<file path="src/rtl/adder_arb_pkg.sv">
// Shared definitions for the round-robin adder arbiter.
//   WIDTH_DEF / NUM_REQ_DEF : default operand width and requester count
//   MAX_REQ                 : widest request vector rr_pick can handle
//   out_state_t             : output register occupancy
//   rr_pick                 : round-robin one-hot grant over a valid vector
package adder_arb_pkg;

    localparam int WIDTH_DEF   = 16;
    localparam int NUM_REQ_DEF = 4;
    localparam int MAX_REQ     = 32;

    typedef enum logic {EMPTY, FULL} out_state_t;

    // Scan n requesters starting at ptr, wrapping at n-1 -> 0; the first valid
    // one found wins. Returns all-zero when nothing is valid.
    function automatic logic [MAX_REQ-1:0] rr_pick(input logic [MAX_REQ-1:0] valid,
                                                   input int unsigned        ptr,
                                                   input int unsigned        n);
        logic [MAX_REQ-1:0] g;
        logic [4:0]         idx;
        g = '0;
        for (int unsigned k = 0; k < MAX_REQ; k++) begin
            if (k < n) begin
                idx = 5'((ptr + k) % n);
                if ((g == '0) && valid[idx]) begin
                    g[idx] = 1'b1;
                end
            end
        end
        return g;
    endfunction

endpackage

</file>
<file path="src/rtl/adder_arbiter_adder.sv">
// Shared combinational adder.
//   en  : when low the sum is forced to zero
//   a,b : WIDTH-bit operands
//   sum : WIDTH+1-bit zero-extended sum, bit WIDTH is the carry
module adder #(
    parameter int WIDTH = 16
) (
    input  logic             en,
    input  logic [WIDTH-1:0] a,
    input  logic [WIDTH-1:0] b,
    output logic [WIDTH:0]   sum
);

    always_comb begin
        sum = '0;
        if (en) begin
            sum = {1'b0, a} + {1'b0, b};
        end
    end

endmodule

</file>
<file path="src/rtl/adder_arbiter.sv">
// Round-robin arbiter sharing one adder between NUM_REQ requesters.
//   clk, rst          : rising-edge clock, synchronous active-high reset
//   req_valid/ready   : per-requester handshake (ready is combinational)
//   req_a, req_b      : packed operands, requester i at [i*WIDTH +: WIDTH]
//   rsp_valid/ready   : result register handshake
//   rsp_id, rsp_sum   : owner of the held result and its {carry, sum}
module adder_arbiter
    import adder_arb_pkg::*;
#(
    parameter int WIDTH   = WIDTH_DEF,
    parameter int NUM_REQ = NUM_REQ_DEF
) (
    input  logic                        clk,
    input  logic                        rst,
    input  logic [NUM_REQ-1:0]          req_valid,
    output logic [NUM_REQ-1:0]          req_ready,
    input  logic [NUM_REQ*WIDTH-1:0]    req_a,
    input  logic [NUM_REQ*WIDTH-1:0]    req_b,
    output logic                        rsp_valid,
    input  logic                        rsp_ready,
    output logic [$clog2(NUM_REQ)-1:0]  rsp_id,
    output logic [WIDTH:0]              rsp_sum
);

    localparam int ID_W = $clog2(NUM_REQ);

    out_state_t        state_q, state_d;
    logic [ID_W-1:0]   rr_ptr_q, rr_ptr_d;
    logic [ID_W-1:0]   rsp_id_q, rsp_id_d;
    logic [WIDTH:0]    rsp_sum_q, rsp_sum_d;

    logic [MAX_REQ-1:0] pick;
    logic [NUM_REQ-1:0] gnt;
    logic               can_accept;
    logic               accept;
    logic [WIDTH-1:0]   sel_a, sel_b;
    logic [ID_W-1:0]    sel_id;
    logic [WIDTH:0]     add_sum;

    assign rsp_valid = (state_q == FULL);
    assign rsp_id    = rsp_id_q;
    assign rsp_sum   = rsp_sum_q;

    // Grant depends only on valids and the pointer, never on operand data.
    always_comb begin
        pick       = rr_pick(MAX_REQ'(req_valid), 32'(rr_ptr_q), 32'(NUM_REQ));
        gnt        = pick[NUM_REQ-1:0];
        can_accept = (state_q == EMPTY) | (rsp_valid & rsp_ready);
        req_ready  = '0;
        if (!rst && can_accept) begin
            req_ready = gnt;
        end
        accept = |(req_valid & req_ready);
    end

    always_comb begin
        sel_a  = '0;
        sel_b  = '0;
        sel_id = '0;
        for (int unsigned i = 0; i < NUM_REQ; i++) begin
            if (gnt[i]) begin
                sel_a  = req_a[i*WIDTH +: WIDTH];
                sel_b  = req_b[i*WIDTH +: WIDTH];
                sel_id = ID_W'(i);
            end
        end
    end

    adder #(
        .WIDTH (WIDTH)
    ) u_adder (
        .en  (1'b1),
        .a   (sel_a),
        .b   (sel_b),
        .sum (add_sum)
    );

    // An accept while FULL is only possible when the old result drains in the
    // same cycle, so overwriting it keeps one sum per cycle.
    always_comb begin
        state_d   = state_q;
        rr_ptr_d  = rr_ptr_q;
        rsp_id_d  = rsp_id_q;
        rsp_sum_d = rsp_sum_q;
        if (accept) begin
            state_d   = FULL;
            rsp_sum_d = add_sum;
            rsp_id_d  = sel_id;
            rr_ptr_d  = ID_W'((32'(sel_id) + 32'd1) % 32'(NUM_REQ));
        end else if ((state_q == FULL) && rsp_ready) begin
            state_d = EMPTY;
        end
    end

    always_ff @(posedge clk) begin
        if (rst) begin
            state_q   <= EMPTY;
            rr_ptr_q  <= '0;
            rsp_id_q  <= '0;
            rsp_sum_q <= '0;
        end else begin
            state_q   <= state_d;
            rr_ptr_q  <= rr_ptr_d;
            rsp_id_q  <= rsp_id_d;
            rsp_sum_q <= rsp_sum_d;
        end
    end

endmodule

</file>
<file path="config.mk">
export PLATFORM = sky130hd
export DESIGN_NAME = adder_arbiter
export DESIGN_NICKNAME = d
export VERILOG_FILES = /design/src/rtl/adder_arb_pkg.sv /design/src/rtl/adder_arbiter_adder.sv /design/src/rtl/adder_arbiter.sv
export SDC_FILE = /design/constraint.sdc
export NUM_CORES = 1
export LEC_CHECK = 0
export BUFFER_PORTS_ARGS = -buffer_cell sky130_fd_sc_hd__buf_2
export CAP_MARGIN = 40
export CORE_MARGIN = 10
export CORE_UTILIZATION = 50
export DETAILED_ROUTE_END_ITERATION = 10
export PLACE_DENSITY = 0.88
export SLEW_MARGIN = 5
export SYNTH_ARGS = -nofsm -noshare
export SYNTH_HDL_FRONTEND = slang
export SYNTH_SLANG_ARGS = --single-unit
</file>
<file path="constraint.sdc">
create_clock -name clk -period 8.4 [get_ports clk]
set_clock_uncertainty 0.05 [all_clocks]
set_input_delay 0 -clock clk [delete_from_list [all_inputs] [get_ports clk]]
set_output_delay 0 -clock clk [all_outputs]
set_load 0.05 [all_outputs]
</file>
==> impl_results.md <==
- Critical path peak fanout: 21
- RSZ-0062 raised after global routing: no
- Slowest stage delay, CP: 740 ps
- Setup TNS: 0 ps
- Design Area, Final: 3872 sq um
- Core area: 5886 sq um
- Setup-failing EPs final: 0
- Area grow syn2layout: 28.90%
- Busiest layer in global routing: met2
- CP Capture Type: register
- Port bufs: 158
- Critical Path RT: 8500 ps
- Slowest cell on the critical path: a21oi_2
- Tmin final: 6436 ps
- Complex-gate fraction of the synthesized area: 34.74%
- Clock sink total: 22
- Synth Instances: 388
- Placed insts: 600
- GRT overflow: 0
- Final hold vios: 0
- Synth Flop Type: dfxtp_1
- DRT Pass-1 Iters: 5
- Die area: 9508 sq um
- Setup bufs post-CTS: 0
- Yosys reg bits: 22
- FF-to-FF End: rsp_sum[15]
- Final Max Tran Viols: 0
- Later-pin clock latency in the skew report: 270 ps
- Rows: 28
- Synth Area in Simple Gates: 22.20%
- Hold Buf Count CTS: 0
- Largest net degree at the start of global routing: 46
- DR vias/cell: 6.177
- Final nets: 690
- Share of layout cells above drive strength 1: 34.40%
- WP buf/inv: 1
- Sequential fraction of the synthesis area: 14.66%
- Hold Path Stages: 3
- Finished Layout Cells: 604
- Max_slew headroom: 36.14%
- Initial Util: 51.04%
- Vias in the first global route: 3635
- Met2 Track Usage GR: 37.46%
- First-pass GRT wire length: 17620 um
- Worst reg-to-reg path cell count: 19
- Placer Congestion: 0.9265
- Cell Area, Placed: 3817 sq um
- GR Util met1: 25.43%
- Worst setup path category: register to register
- WL final: 11140 um
- CTS buffer count: 3
- Gr usage total: 21.50%
- WHS Endpoint: rsp_valid
- CTS tree: done
- Die height: 97.51 um
- Post-synth EDFFs: 0
- Multiplexer area fraction after synthesis: 9.121%
- Largest delay share family, worst path: compound AO/OA/AOI/OAI gates
- DP HPWL: 9277 um
- CTS clock-pin slew for the worst setup and hold paths: 80 ps
- Cell breakdown of the critical path: inv_1, ha_1, or4_1, a21boi_4, a22o_1, o2111a_1, nand3b_1, a21oi_2, a221oi_1, o31ai_1, ha_1, a211o_1, a2111oi_0, o211ai_1, a41o_1, a21o_1, a21oi_1, xor2_1, mux2i_1
- Root Buffer: clkbuf_8
- Routed via count: 3731
- ANT cells: 0
- Final worst path period share: 76.61%
- I/O pin cnt: 159
- Adder-Cell Fraction of Synth Area: 10.66%
- Largest family of logic cells by synthesized area: compound AO/OA/AOI/OAI gates
- Achievable Freq: 155.4 MHz
- Launch point of the worst reg-to-reg path: rr_ptr_q[0]
- Worst slew pin tran: 957.9 ps
- Status: completed
- Hold Startpoint: rsp_ready
- Fillers: 506
- Starting DRT DRC Count: 226
- Worst Hold Class: primary input to register
- Post-CTS sizing: 0
- Distinct cells, synth: 58
- Met3 Use GR: 5.192%
- Syn Area/Cell: 7.743 sq um
- Antenna Nets Post-Route: 0
- Wire length per cell: 18.45 um
- Syn Nets: 548
- DRC viols: 0
- Arr. time, crit path: 6540 ps
- CP dominant cell by count: ha_1
- Synthesized cell area: 3004 sq um
- Synthesis warning total: 0
- CP Launch Type: register
- Synth Area in XOR/XNOR: 3.790%
- Initial antenna violation count: 0
- Die X: 97.51 um
- Clock tree buffer depth: 2
- Post-synthesis async set-or-reset flop share: 0%
- Max cap viols: 0
- FF-to-FF setup slack: 1960 ps
- H-tree depth: 1
==> state kept, by name (all words and copies together) (netlist names) <==
register   flops
rsp_sum       17
rsp_id         2
rsp_valid      1
rr_ptr_q       2
==> cells by family (layout without fill, tap and decap cells) <==
kind of cell | Yosys count | in the layout
xor+xnor | 13 | 13
flops | 22 | 22
mux | 23 | 23
buf+inv | 32 | 173
compound gates | 135 | 135
simple gates | 138 | 138
fa+ha+maj | 25 | 25
==> synth_stat cells (all sizes together) (9+ instances only) <==
cell type,number,area share (%)
ha,24,10
a31oi,16,3.5
o211ai,12,3.0
nand2b,18,3.7
nor2,39,4.9
a221oi,25,7.3
nand3,9,1.5
dfxtp,22,15
and2,12,2.6
mux2i,15,5.0
o31ai,26,7.0
nand2,38,4.7
buf,9,2.0
a21oi,14,2.3
xor2,9,2.6
clkbuf,17,2.1
==> layout make-up <==
cell class                 instances  area (sq um)  area share (%)
clock buffer                       4         55.05           1.422
inverter                           6         22.52          0.5816
multi-input combinational        334          2432           62.81
sequential                        22         440.4           11.37
tap                               75         93.84           2.423
timing repair buffer             163         828.3           21.39
==> metal layers <==
metal / part of all wire, % / wire [um]
met3: 8.9 / 995
met5: 0 / 0
met2: 48 / 5355
met4: 1.9 / 210
met1: 41 / 4580
==> worst register-to-register path, stage by stage (launching register included) <==
cell       delay [ps]
dfxtp_1           590
inv_1             200
ha_1              300
or4_1             540
a21boi_4          300
a22o_1            200
o2111a_1          270
nand3b_1          120
a21oi_2           740
a221oi_1          230
o31ai_1           440
ha_1              320
a211o_1           280
a2111oi_0         620
o211ai_1          230
a41o_1            300
a21o_1            180
a21oi_1           170
xor2_1            160
mux2i_1            80
==> metrics by stage <==
step | setup WS, ps | utilization (%) | hold slack [ps]
5_1_grt | 1433 | 65.80 | 50.43
2_1_floorplan | 2897 | - | 171.2
6_report | 1964 | 65.80 | 5.432
3_5_place_dp | 2089 | 64.86 | 286.9
4_1_cts | 2048 | 65.80 | 1.987
3_3_place_gp | 2237 | 64.86 | 273.7
==> worst max-delay path by stage <==
stage / from / end / slack, ps / cells past startpoint
2_1_floorplan: rr_ptr_q[0] / rsp_sum[15] / 2900 / 21
3_3_place_gp: rr_ptr_q[0] / rsp_sum[15] / 2240 / 19
3_5_place_dp: rr_ptr_q[0] / rsp_sum[15] / 2090 / 19
4_1_cts: rr_ptr_q[0] / rsp_sum[15] / 2050 / 19
5_1_grt: rr_ptr_q[0] / rsp_sum[15] / 1430 / 19
6_report: rr_ptr_q[0] / rsp_sum[15] / 1960 / 19
==> layout by cell type (no fill, tap or decap), types with 11 or more instances in the layout <==
master / n
and2_1: 11
a221oi_1: 25
a31oi_1: 15
o211ai_1: 12
dfxtp_1: 22
nand2b_1: 18
mux2i_1: 15
buf_2: 158
o31ai_1: 25
nor2_1: 39
a21oi_1: 13
ha_1: 24
nand2_1: 38
Power is not shown: default switching activity piles up to over one toggle a cycle in this logic, so the estimate is an artifact.
